## src/rtl/unified_memory_arbiter_if.sv

```systemverilog
// Fetch, data and memory-side signals of the unified memory arbiter.
// slave is the arbiter's view; master is the view of the core and memory around it.
interface unified_memory_arbiter_if #(
  parameter int XLEN       = 32,
  parameter int ADDR_WIDTH = 7
);
  logic                  if_req;
  logic [ADDR_WIDTH-1:0] if_addr;
  logic                  if_ready;
  logic                  if_rvalid;
  logic [XLEN-1:0]       if_rdata;

  logic                  dm_req;
  logic [ADDR_WIDTH-1:0] dm_addr;
  logic [XLEN-1:0]       dm_wdata;
  logic [3:0]            dm_read_byte_en;
  logic [3:0]            dm_write_byte_en;
  logic                  dm_ready;
  logic                  dm_rvalid;
  logic [XLEN-1:0]       dm_rdata;

  logic [ADDR_WIDTH-1:0] mem_address;
  logic [XLEN-1:0]       mem_data_in;
  logic [3:0]            mem_read_byte_en;
  logic [3:0]            mem_write_byte_en;
  logic [XLEN-1:0]       mem_data_out;

  modport slave (
    input  if_req, if_addr, dm_req, dm_addr, dm_wdata, dm_read_byte_en,
           dm_write_byte_en, mem_data_out,
    output if_ready, if_rvalid, if_rdata, dm_ready, dm_rvalid, dm_rdata,
           mem_address, mem_data_in, mem_read_byte_en, mem_write_byte_en
  );

  modport master (
    output if_req, if_addr, dm_req, dm_addr, dm_wdata, dm_read_byte_en,
           dm_write_byte_en, mem_data_out,
    input  if_ready, if_rvalid, if_rdata, dm_ready, dm_rvalid, dm_rdata,
           mem_address, mem_data_in, mem_read_byte_en, mem_write_byte_en
  );
endinterface

```

## src/rtl/unified_memory_arbiter.sv

```systemverilog
// Single-port memory arbiter shared by instruction fetch and data access, one access in flight.
// Define ARB_ROUND_ROBIN_EN to alternate grants on contention instead of fixed data priority.
//
//   state | meaning
//   IDLE  | no access in flight; a pending request is granted this cycle
//   BUSY  | address held to memory for MEM_LATENCY cycles; last cycle captures data / writes
//   RESP  | owner's rvalid pulses; no grant issued
module unified_memory_arbiter #(
  parameter int XLEN        = 32,
  parameter int ADDR_WIDTH  = 7,
  parameter int MEM_LATENCY = 1
) (
  input  logic                     clk,
  input  logic                     reset,
  unified_memory_arbiter_if.slave  bus
);

  if (MEM_LATENCY < 1) begin : g_bad_latency
    $error("unified_memory_arbiter: MEM_LATENCY must be >= 1");
  end

  localparam int CNT_W = $clog2(MEM_LATENCY + 1);

  typedef enum logic [1:0] {IDLE, BUSY, RESP} state_t;
  typedef enum logic {OWN_FETCH, OWN_DATA} owner_t;

  state_t                state;
  owner_t                owner;
  logic [CNT_W-1:0]      cnt;
  logic [ADDR_WIDTH-1:0] addr_q;
  logic [XLEN-1:0]       wdata_q;
  logic [3:0]            rbe_q;
  logic [3:0]            wbe_q;
  logic                  is_write;
  logic                  if_rvalid_q;
  logic                  dm_rvalid_q;
  logic [XLEN-1:0]       if_rdata_q;
  logic [XLEN-1:0]       dm_rdata_q;
  logic                  can_grant;
  logic                  grant_dm;
  logic                  grant_if;

  // Ready is suppressed while reset is held so every output reads 0 during reset.
  assign can_grant = (state == IDLE) && !reset;

`ifdef ARB_ROUND_ROBIN_EN
  owner_t last_owner;

  always_comb begin
    grant_dm = 1'b0;
    grant_if = 1'b0;
    if (can_grant) begin
      if (bus.dm_req && bus.if_req) begin
        grant_dm = (last_owner == OWN_FETCH);
        grant_if = (last_owner == OWN_DATA);
      end else begin
        grant_dm = bus.dm_req;
        grant_if = bus.if_req;
      end
    end
  end
`else
  assign grant_dm = can_grant && bus.dm_req;
  assign grant_if = can_grant && bus.if_req && !bus.dm_req;
`endif

  always_ff @(posedge clk or posedge reset) begin
    if (reset) begin
      state       <= IDLE;
      owner       <= OWN_FETCH;
      cnt         <= '0;
      addr_q      <= '0;
      wdata_q     <= '0;
      rbe_q       <= '0;
      wbe_q       <= '0;
      is_write    <= 1'b0;
      if_rvalid_q <= 1'b0;
      dm_rvalid_q <= 1'b0;
      if_rdata_q  <= '0;
      dm_rdata_q  <= '0;
`ifdef ARB_ROUND_ROBIN_EN
      last_owner  <= OWN_FETCH;
`endif
    end else begin
      if_rvalid_q <= 1'b0;
      dm_rvalid_q <= 1'b0;
      case (state)
        IDLE: begin
          if (grant_dm) begin
            owner    <= OWN_DATA;
            addr_q   <= bus.dm_addr;
            wdata_q  <= bus.dm_wdata;
            rbe_q    <= bus.dm_read_byte_en;
            wbe_q    <= bus.dm_write_byte_en;
            is_write <= |bus.dm_write_byte_en;
            cnt      <= CNT_W'(MEM_LATENCY - 1);
            state    <= BUSY;
`ifdef ARB_ROUND_ROBIN_EN
            last_owner <= OWN_DATA;
`endif
          end else if (grant_if) begin
            owner    <= OWN_FETCH;
            addr_q   <= bus.if_addr;
            wdata_q  <= '0;
            rbe_q    <= 4'b1111;
            wbe_q    <= 4'b0000;
            is_write <= 1'b0;
            cnt      <= CNT_W'(MEM_LATENCY - 1);
            state    <= BUSY;
`ifdef ARB_ROUND_ROBIN_EN
            last_owner <= OWN_FETCH;
`endif
          end
        end
        BUSY: begin
          if (cnt != '0) begin
            cnt <= cnt - 1'b1;
          end else begin
            if (owner == OWN_DATA) begin
              dm_rdata_q  <= is_write ? '0 : bus.mem_data_out;
              dm_rvalid_q <= 1'b1;
            end else begin
              if_rdata_q  <= bus.mem_data_out;
              if_rvalid_q <= 1'b1;
            end
            state <= RESP;
          end
        end
        RESP:    state <= IDLE;
        default: state <= IDLE;
      endcase
    end
  end

  assign bus.if_ready          = grant_if;
  assign bus.dm_ready          = grant_dm;
  assign bus.if_rvalid         = if_rvalid_q;
  assign bus.dm_rvalid         = dm_rvalid_q;
  assign bus.if_rdata          = if_rdata_q;
  assign bus.dm_rdata          = dm_rdata_q;
  assign bus.mem_address       = addr_q;
  assign bus.mem_data_in       = wdata_q;
  assign bus.mem_read_byte_en  = (state == BUSY) ? rbe_q : 4'b0000;
  // Write strobe only on the last BUSY cycle, so a reset earlier in the access never writes.
  assign bus.mem_write_byte_en = (state == BUSY && cnt == '0 && is_write) ? wbe_q : 4'b0000;

endmodule
```

## src/flat_wrapper.sv

```systemverilog
// flat-port wrapper written by rule: the top's interface ports become plain ports
module unified_memory_arbiter_flat 
#(
  parameter int XLEN        = 32,
  parameter int ADDR_WIDTH  = 7,
  parameter int MEM_LATENCY = 1
)
  (clk, reset, bus_if_req, bus_if_addr, bus_dm_req, bus_dm_addr, bus_dm_wdata, bus_dm_read_byte_en, bus_dm_write_byte_en, bus_mem_data_out, bus_if_ready, bus_if_rvalid, bus_if_rdata, bus_dm_ready, bus_dm_rvalid, bus_dm_rdata, bus_mem_address, bus_mem_data_in, bus_mem_read_byte_en, bus_mem_write_byte_en);
  unified_memory_arbiter_if #(.XLEN(XLEN), .ADDR_WIDTH(ADDR_WIDTH)) bus_i ();
  input  logic clk;
  input  logic reset;
  input wire logic [$bits(bus_i.if_req)-1:0] bus_if_req;
  input wire logic [$bits(bus_i.if_addr)-1:0] bus_if_addr;
  input wire logic [$bits(bus_i.dm_req)-1:0] bus_dm_req;
  input wire logic [$bits(bus_i.dm_addr)-1:0] bus_dm_addr;
  input wire logic [$bits(bus_i.dm_wdata)-1:0] bus_dm_wdata;
  input wire logic [$bits(bus_i.dm_read_byte_en)-1:0] bus_dm_read_byte_en;
  input wire logic [$bits(bus_i.dm_write_byte_en)-1:0] bus_dm_write_byte_en;
  input wire logic [$bits(bus_i.mem_data_out)-1:0] bus_mem_data_out;
  output wire logic [$bits(bus_i.if_ready)-1:0] bus_if_ready;
  output wire logic [$bits(bus_i.if_rvalid)-1:0] bus_if_rvalid;
  output wire logic [$bits(bus_i.if_rdata)-1:0] bus_if_rdata;
  output wire logic [$bits(bus_i.dm_ready)-1:0] bus_dm_ready;
  output wire logic [$bits(bus_i.dm_rvalid)-1:0] bus_dm_rvalid;
  output wire logic [$bits(bus_i.dm_rdata)-1:0] bus_dm_rdata;
  output wire logic [$bits(bus_i.mem_address)-1:0] bus_mem_address;
  output wire logic [$bits(bus_i.mem_data_in)-1:0] bus_mem_data_in;
  output wire logic [$bits(bus_i.mem_read_byte_en)-1:0] bus_mem_read_byte_en;
  output wire logic [$bits(bus_i.mem_write_byte_en)-1:0] bus_mem_write_byte_en;
  assign bus_i.if_req = bus_if_req;
  assign bus_i.if_addr = bus_if_addr;
  assign bus_i.dm_req = bus_dm_req;
  assign bus_i.dm_addr = bus_dm_addr;
  assign bus_i.dm_wdata = bus_dm_wdata;
  assign bus_i.dm_read_byte_en = bus_dm_read_byte_en;
  assign bus_i.dm_write_byte_en = bus_dm_write_byte_en;
  assign bus_i.mem_data_out = bus_mem_data_out;
  assign bus_if_ready = bus_i.if_ready;
  assign bus_if_rvalid = bus_i.if_rvalid;
  assign bus_if_rdata = bus_i.if_rdata;
  assign bus_dm_ready = bus_i.dm_ready;
  assign bus_dm_rvalid = bus_i.dm_rvalid;
  assign bus_dm_rdata = bus_i.dm_rdata;
  assign bus_mem_address = bus_i.mem_address;
  assign bus_mem_data_in = bus_i.mem_data_in;
  assign bus_mem_read_byte_en = bus_i.mem_read_byte_en;
  assign bus_mem_write_byte_en = bus_i.mem_write_byte_en;
  unified_memory_arbiter #(.XLEN(XLEN), .ADDR_WIDTH(ADDR_WIDTH), .MEM_LATENCY(MEM_LATENCY)) u_core (.clk(clk), .reset(reset), .bus(bus_i));
endmodule
```

## config.mk

```make
export PLATFORM = sky130hd
export DESIGN_NAME = unified_memory_arbiter_flat
export DESIGN_NICKNAME = d
export VERILOG_FILES = /design/src/rtl/unified_memory_arbiter_if.sv /design/src/rtl/unified_memory_arbiter.sv /design/src/flat_wrapper.sv
export SDC_FILE = /design/constraint.sdc
export NUM_CORES = 1
export LEC_CHECK = 0
export ABC_CLOCK_PERIOD_IN_PS = 5990
export CAP_MARGIN = 10
export CORE_MARGIN = 3
export CORE_UTILIZATION = 42
export CTS_CLUSTER_SIZE = 28
export DETAILED_ROUTE_END_ITERATION = 6
export GPL_TIMING_DRIVEN = 0
export PLACE_DENSITY = 0.9
export SLEW_MARGIN = 20
export SYNTH_ARGS = -nofsm -noshare
export SYNTH_HDL_FRONTEND = slang
export SYNTH_SLANG_ARGS = --single-unit
export TNS_END_PERCENT = 50
```

## constraint.sdc

```tcl
create_clock -name clk -period 5.99 [get_ports clk]
set_input_delay 1.797 -clock clk [delete_from_list [all_inputs] [get_ports clk]]
set_output_delay 1.797 -clock clk [all_outputs]
set_load 0.01 [all_outputs]
```

==> results.txt, run 1 <==
* Area added between synthesis and finish: 60.1%
* Flop-to-flop setup slack: 4.26 ns
- Required time of the critical path: 4.19 ns
* Crit Path Category: primary input to output port
- The count of nets left with antenna violations once routing finished came out at 0.
- Setup_tns: 0 ns
* Cell-by-cell listing of the critical path: clkdlybuf4s50_1 > nor3_4 > nand2_1 > clkinv_1 > buf_2 > clkdlybuf4s50_1
- The via count of the first global-routing pass came to 4207.
- Critical Path AT: 3.92 ns
- Clock-pin slew was measured on the worst setup and hold paths at 0.05 ns.
- Number of max-cap violations: 0
* CP dominant cell by count: clkdlybuf4s50_1
- The compound-gate portion of the synthesized area is 0.127.
- The cell family contributing the most delay on the critical path is buffers and inverters.
- Number of buffers added for setup after CTS: 0
- In this run the tool buffered the top-level ports with 203 buffer cells.
* Sequential share of power: 0.357
* Placer congestion estimate: 0.790
- Yosys mapped the design onto 31 distinct sky130hd cell types.
- # IOs: 205
* Relative max-transition margin: 0.698
- Net Count, Synth: 452
* Global route overflow: 0
- The number of buffers and inverters on the critical path is 4.
- Synth Area in Adders: 0
* Antenna cells: 0
- The design draws 3.50 mW.
- The internal power of the cells totals 2.51 mW.
* CP max stage delay: 0.59 ns
- VDD sags by at most 233 µV.
- In the global route stage, overall resource usage came out at 0.216.
- TritonCTS buffer count: 17
- The filler cells instantiated in the layout total 803.
* Sort of element at the end of the critical path: output port
- Of the total power, the clock network draws 0.294.
- Final setup skew: 0.0138 ns
- The largest individual stage delay along the critical path comes from the cell clkdlybuf4s50_1.
- Effective utilization at floorplan: 0.434
- Post-synthesis instance area: 0.00474 mm²
- P_sw: 984 µW
* Post-synthesis sequential element count: 117
- Each instance of the synthesized netlist takes up on average 13.1 µm².
- The routed design has 13600 µm of wire.
- Yosys printed 0 warnings.
- Post-layout nets: 675
* Maximum number of pins on one net before global-route repair: 69
* Xor/xnor share of the synthesized area: 0
- The die covers 0.0126 mm².
* Clock insertion delay at the later pin of the skew report: 0.40 ns
- The wire-length estimate of the detail-placed layout is 10100 µm.
* Portion of netlist area occupied by mux cells: 0.0989
- Via-to-Cell Ratio: 5.11
- For the finished layout, the period the worst path requires is 5.72 ns.
- Total cell area at the placement stage: 0.00698 mm²
- The worst setup path is launched from a primary input.
- Yosys attributes the largest share of cell area to dfrtp_1 62%, mux2_4 9.2%, a22o_1 6.6%.
* Largest fanout of any net on the critical path: 10
- Buffers inserted to repair hold after CTS numbered 0.
- For this run, the number of standard cells in the final layout without fillers is 738.
- Root Buffer Master: clkbuf_16
* Floorplan row count: 38
- Worst-margin pin slew: 0.453 ns
* Height of the die: 112 µm
- Util after Layout: 0.694
- The first global-routing pass estimated 21700 µm of wire.
- Of the post-synthesis cell area, the dominant cell type holds 0.617.
- Sum of met3 wire segment lengths after detailed routing: 1160 µm
* Final Max Tran Viols: 0
* Placed insts: 706
- In the routed design, unresolved DRC markers number 0.
- In this run the number of H-tree levels came out at 4.
* Floorplan die width: 112 µm
- The share of total power dissipated in combinational logic is 0.350.
- Timing-limited maximum frequency: 175 MHz
- After detailed routing, the average wire length per cell comes to 18.4 µm.
- Summed over all nets, wire length on met2 after detailed routing comes to 7100 µm.
- Result of the run: completed
* Switching share of power: 0.281
- The finished cells cover 0.00759 mm².
* Ratio of total power to cell area: 461 mW/mm²
- After synthesis, the largest family of logic cells by area is compound AO/OA/AOI/OAI gates.
* Antenna violations before repair: 0
- In the finished design, the share of the clock period the worst path needs comes to 0.955.
* Leakage power: 3.31 nW
- TritonCTS built the clock tree.
- Top layer in use: met4
- Sequential fraction of the synthesis area: 0.617
- In this run the standard cell core region covers 0.0109 mm².
- Fraction of final layout cells sized beyond drive strength 1: 0.151
* Maximum root-to-sink buffer count: 2
- Synthesis handed over a netlist of 362 instances.
- Via total after detailed routing: 3774
* Number of search-and-repair iterations in the first detailed-routing pass: 4
* Unrepaired setup endpoints after global routing: false
- For this design, the sink count on the clock tree is 117.
* Endpoints failing setup: 0
* Post-cts gate resize count: 0
- Number of design-rule violations left by the first detailed-router iteration: 246
* Final Hold Viols: 0
* Min-Delay Path Class: flop to flop
- Simple-gate share of the synthesized area: 0.116
* Library cell occupying the most area in the post-synthesis netlist: dfrtp_1
* Post-Route M1 WL: 5160 µm
power by group through the flow:
| stage | Sequential (mW) | Combinational (mW) | Clock [mW] |
|---|---|---|---|
| finish | 1.25 | 1.22 | 1.03 |
| global route | 1.28 | 1.30 | 1.08 |
| CTS | 1.25 | 1.24 | 1.05 |
| detailed placement | 1.25 | 1.24 | 0 |
| global placement | 1.24 | 1.20 | 0 |
| floorplan | 1.35 | 0.386 | 0 |
metal layers:
metal,global-route usage,up-vias
met4,0.0601,0
met5,0,-
met3,0.0792,10
met2,0.386,173
met1,0.242,1871
li1,-,1720
worst min-delay path: stages, from the launching register on:
cell and delay (ns):
dfrtp_1 0.34, nand2_1 0.05, o21ai_0 0.06
final timing paths:
path,start,endpoint,cells after the start
min in group asynchronous,reset,u_core.bus.if_rdata[25],2
min reg2reg,u_core.bus.dm_rdata[28],u_core.bus.dm_rdata[28],2
max reg2reg,u_core.state[0],u_core.bus.mem_data_in[13],4
min,u_core.bus.dm_rdata[28],u_core.bus.dm_rdata[28],2
max,reset,bus_dm_ready,6
max in group asynchronous,reset,u_core.bus.if_rdata[28],3
cells by family after synthesis:
group / after synthesis
compound gates: 85
simple gates: 97
mux: 32
flops: 117
buf+inv: 31
layout by cell type, fill, tap and decap left out, types with 2 or more instances in the layout:
cell,netlist,final
mux2_2,3,3
o22a_1,4,4
nor2_1,2,2
and3_2,4,4
clkbuf_8,0,2
a22oi_1,4,4
inv_1,3,2
clkdlybuf4s50_1,0,203
mux2_4,29,29
nand2_1,38,38
nand4b_1,4,4
clkbuf_16,0,17
buf_2,8,8
clkinv_4,0,3
clkinv_2,0,3
a21oi_1,3,3
and2_2,4,4
buf_12,3,3
dfrtp_1,117,117
clkbuf_1,14,15
and3b_1,3,3
a22o_1,36,36
nand2b_1,32,32
buf_6,2,2
o21ai_0,32,32
bufinv_16,0,3
nand3_1,4,4
o2bb2ai_1,4,4
clkinvlp_4,0,3
flip-flops by register name, indices dropped and copies added (netlist names):
register and cells:
u_core.bus.dm_rvalid 1, u_core.bus.dm_rdata 32, u_core.rbe_q 4, u_core.is_write 1, u_core.bus.mem_data_in 32, u_core.bus.if_rvalid 1, u_core.owner 1, u_core.bus.if_rdata 32
u_core.bus.mem_address 7, u_core.wbe_q 4, u_core.state 2
synth_stat cells:
cell type and count:
inv_1 3, nand3b_1 1, buf_2 8, o21ai_1 1, or3_2 1, a22o_1 36
nor2b_4 1, nand4b_1 4, o22a_1 4, nor3_4 1, o2bb2ai_1 4, o21ai_0 32
a21oi_1 3, nor4_1 1, nor2_1 2, mux2_4 29, buf_6 2, nand2_1 38
a21o_1 1, clkinv_1 1, buf_12 3, and2_2 4, nor2b_2 1, nand2b_1 32
clkbuf_1 14, and3_2 4, dfrtp_1 117, and3b_1 3, nand3_1 4, mux2_2 3
a22oi_1 4
stage by stage:
step | setup WS, ns | hold WS, ns
4_1_cts | 0.241 | 0.483
3_5_place_dp | 0.256 | 0.471
3_3_place_gp | -0.475 | 0.464
5_1_grt | 0.0961 | 0.501
6_report | 0.269 | 0.478
2_1_floorplan | 1.09 | 0.464
cell type report:
class | instances | area (µm²) | share of cell area
buffer | 27 | 175 | 0.0231
clock buffer | 20 | 457 | 0.0602
clock inverter | 12 | 154 | 0.0203
inverter | 4 | 20.0 | 0.00264
multi-input combinational | 214 | 1620 | 0.214
sequential | 117 | 2930 | 0.386
tap | 140 | 175 | 0.0231
timing repair buffer | 204 | 2060 | 0.271
Power figures use the tool's default switching activity.
==> run 2, diff against run 1 <==
- CELL_PAD_IN_SITES_DETAIL_PLACEMENT: default -> 1
- CELL_PAD_IN_SITES_GLOBAL_PLACEMENT: default -> 1
- CORE_UTILIZATION: 42 -> 32
- PLACE_DENSITY: 0.9 -> 0.89
- SKIP_CTS_REPAIR_TIMING: default -> 1
==> results.txt, run 2 (synthesized netlist as in run 1, its figures left out) <==
- Antenna violations before repair: 0 (unchanged)
- Global-route wire length before repair: 24700 µm (was 21700 µm)
- The most common cell after layout, fill and taps aside was clkdlybuf4s50_1 (unchanged).
- The power density over cell area was 461 mW/mm² (about the same).
* Maximum root-to-sink buffer count: 2 (unchanged)
* Placed insts: 746 (was 706)
* Global route overflow: 0 (unchanged)
- The number of iterations in the first detailed-routing pass came to 5 (was 4).
- The total cell area at the placement stage came to 0.00703 mm² (was 0.00698 mm²).
* Setup crit start: reset (unchanged)
* DRC viols: 0 (unchanged)
* Vias in the first global route: 4489 (was 4207)
* Result of the run: completed (unchanged)
- The number of nets in the layout is 675 (unchanged).
- Die Footprint: 0.0163 mm² (was 0.0126 mm²)
- Worst supply voltage drop on vdd: 201 µV (was 233 µV)
- The violation count after the first detailed-route iteration is 192 (was 246).
- The clock-pin slew of the registers on the worst-case setup and hold paths is 0.05 ns (about the same).
- The largest fanout of any net on the critical path came to 10 (unchanged).
* Average routed wire per standard cell: 20.1 µm (was 18.4 µm)
- The largest net degree at the start of global routing was 74 (was 69).
- The sink count of the clock tree was 117 (unchanged).
- Design internal power: 2.51 mW (about the same)
* # IOs: 205 (unchanged)
- The sequential cell fraction of total power was 0.356 (was 0.357).
- The number of core rows is 43 (was 38).
- The total leakage power was 3.31 nW (about the same).
* Post-layout worst setup margin: 0.134 ns (was 0.269 ns)
* Part of the cycle the worst path needs: 0.978 (was 0.955)
- The final number of max-transition violations is 0 (unchanged).
- The horizontal die dimension came to 128 µm (was 112 µm).
- Crit Path Category: primary input to output port (unchanged)
- The post-DP HPWL was 12000 µm (was 10100 µm).
- Timing-limited maximum frequency: 171 MHz (was 175 MHz)
- The design area came to 0.00762 mm² (was 0.00759 mm²).
- Min-Delay Path Class: flop to flop (unchanged)
- Worst slack, placed: 0.123 ns (was 0.256 ns)
- Unrepaired setup endpoints after global routing: false (unchanged)
- The part of the power in the clock network is 0.289 (was 0.294).
- Antenna cells: 0 (unchanged)
- Most frequent cells in the layout: 203 x clkdlybuf4s50_1, 117 x dfrtp_1, 38 x nand2_1, 36 x a22o_1 (unchanged)
- Switching share of power: 0.286 (was 0.281)
- Count of input and output buffers: 203 (unchanged)
- The post-layout instance count excluding filler cells is 777 (was 738).
- Nature of the critical path startpoint: primary input (unchanged)
- Critical Path AT: 4.06 ns (was 3.92 ns)
* Via total after detailed routing: 3829 (was 3774)
- Wire length reported by the detailed router: 15700 µm (was 13600 µm)
* Effective utilization at floorplan: 0.334 (was 0.434)
- The element type at the critical path end is an output port (unchanged).
- The final setup skew was 0.00558 ns (was 0.0138 ns).
- The core area came to 0.0142 mm² (was 0.0109 mm²).
* Reg-to-Reg Start: u_core.state[0] (unchanged)
- The number of H-tree branching levels came to 4 (unchanged).
* Fraction of final layout cells sized beyond drive strength 1: 0.147 (was 0.151)
- The clock root buffer is clkbuf_16 (unchanged).
* Worst hold path endpoint: u_core.bus.dm_rdata[26] (was u_core.bus.dm_rdata[28])
- Design Power: 3.51 mW (was 3.50 mW)
- The count of cells along the worst hold path was 2 (unchanged).
- The endpoint of the worst register-to-register path was u_core.wbe_q[1] (was u_core.bus.mem_data_in[13]).
- The net load switching power was 1.01 mW (was 984 µW).
- Worst Reg2Reg Path Length in Cells: 5 (was 4)
- The last weighted congestion value of the routability-driven placer is 0.808 (was 0.790).
* Relative max-transition margin: 0.627 (was 0.698)
* DRT antenna net count: 0 (unchanged)
- GRT Total Usage: 0.196 (was 0.216)
* Start point of the worst hold path: u_core.bus.dm_rdata[26] (was u_core.bus.dm_rdata[28])
* Endpoints failing setup: 0 (unchanged)
- Via-to-Cell Ratio: 4.93 (was 5.11)
- The measured slew at the worst slew-check pin was 0.560 ns (was 0.453 ns).
- The register-to-register setup slack came to 4.15 ns (was 4.26 ns).
- The required time of the critical path came to 4.19 ns (about the same).
- The max-capacitance violation count came to 0 (unchanged).
- Clock insertion delay at the later pin of the skew report: 0.40 ns (about the same)
- The vertical die dimension came to 128 µm (was 112 µm).
- The synthesis-to-layout area growth was 60.7% (was 60.1%).
- The hold violation total from the final report came to 0 (unchanged).
* Final min period: 5.86 ns (was 5.72 ns)
* TritonCTS buffer count: 17 (unchanged)
- Relative contribution of combinational cells to total power: 0.355 (was 0.350)
- The clock tree from TritonCTS is built (unchanged).
==> run 2: cell types whose count changed in the layout (fill, tap and decap cells not counted) <==
cell | before | now
clkbuf_1 | 15 | 16
clkinv_4 | 3 | 0
clkinvlp_4 | 3 | 2
clkinv_2 | 3 | 5
==> run 2: through the flow <==
| stage | utilization | hold WS, ns | setup TNS, ns |
|---|---|---|---|
| final | 0.537 | 0.477 | 0 |
| after global routing | 0.537 | 0.517 | 0 |
| after CTS | 0.537 | 0.484 | 0 |
| after detailed placement | 0.495 | 0.473 | 0 |
| after global placement | 0.493 | 0.464 | -69.09 |
| after floorplan | - | 0.464 | 0 |
==> run 2: power by group through the flow <==
stage	registers [mW]	logic (mW)	clock network, mW
global placement	1.24	1.21	0
detailed placement	1.26	1.26	0
CTS	1.26	1.27	1.04
global route	1.29	1.34	1.07
floorplan	1.35	0.386	0
finish	1.25	1.25	1.02
==> run 2: layout make-up <==
| class | count | area, µm² |
|---|---|---|
| plain buffers | 27 | 175 |
| clock buffers | 21 | 460 |
| clock inverters | 10 | 130 |
| fillers | 1451 | 6580 |
| inverters | 4 | 20.0 |
| multi-input cells | 214 | 1620 |
| flip-flops and latches | 117 | 2930 |
| well taps | 180 | 225 |
| repair buffers | 204 | 2060 |
==> run 2: layer usage <==
layer	global-route usage	wire (µm)	up-vias
li1	-	-	1712
met1	0.220	5990	1912
met2	0.336	7890	179
met3	0.0758	1400	26
met4	0.0787	376	0
met5	0	0	-
==> run 2: worst max-delay path: stages <==
cell	delay [ns]
clkdlybuf4s50_1	0.53
nor3_4	0.33
nand2_1	0.28
clkinv_1	0.23
buf_2	0.29
clkdlybuf4s50_1	0.59
==> run 2: worst max-delay path by stage <==
stage,endpoint,slack [ns],cells past startpoint
after floorplan,u_core.bus.dm_rdata[0],1.09,1
after global placement,u_core.bus.dm_rvalid,-0.60,2
after detailed placement,bus_dm_ready,0.12,6
after CTS,bus_dm_ready,0.09,6
after global routing,bus_dm_ready,0.04,6
final,bus_dm_ready,0.13,6
==> run 3, diff against run 2 <==
- SETUP_SLACK_MARGIN: default -> 0.02
==> results of run 3 <==
Final layout, timing and power as in run 2 (identical DEF).
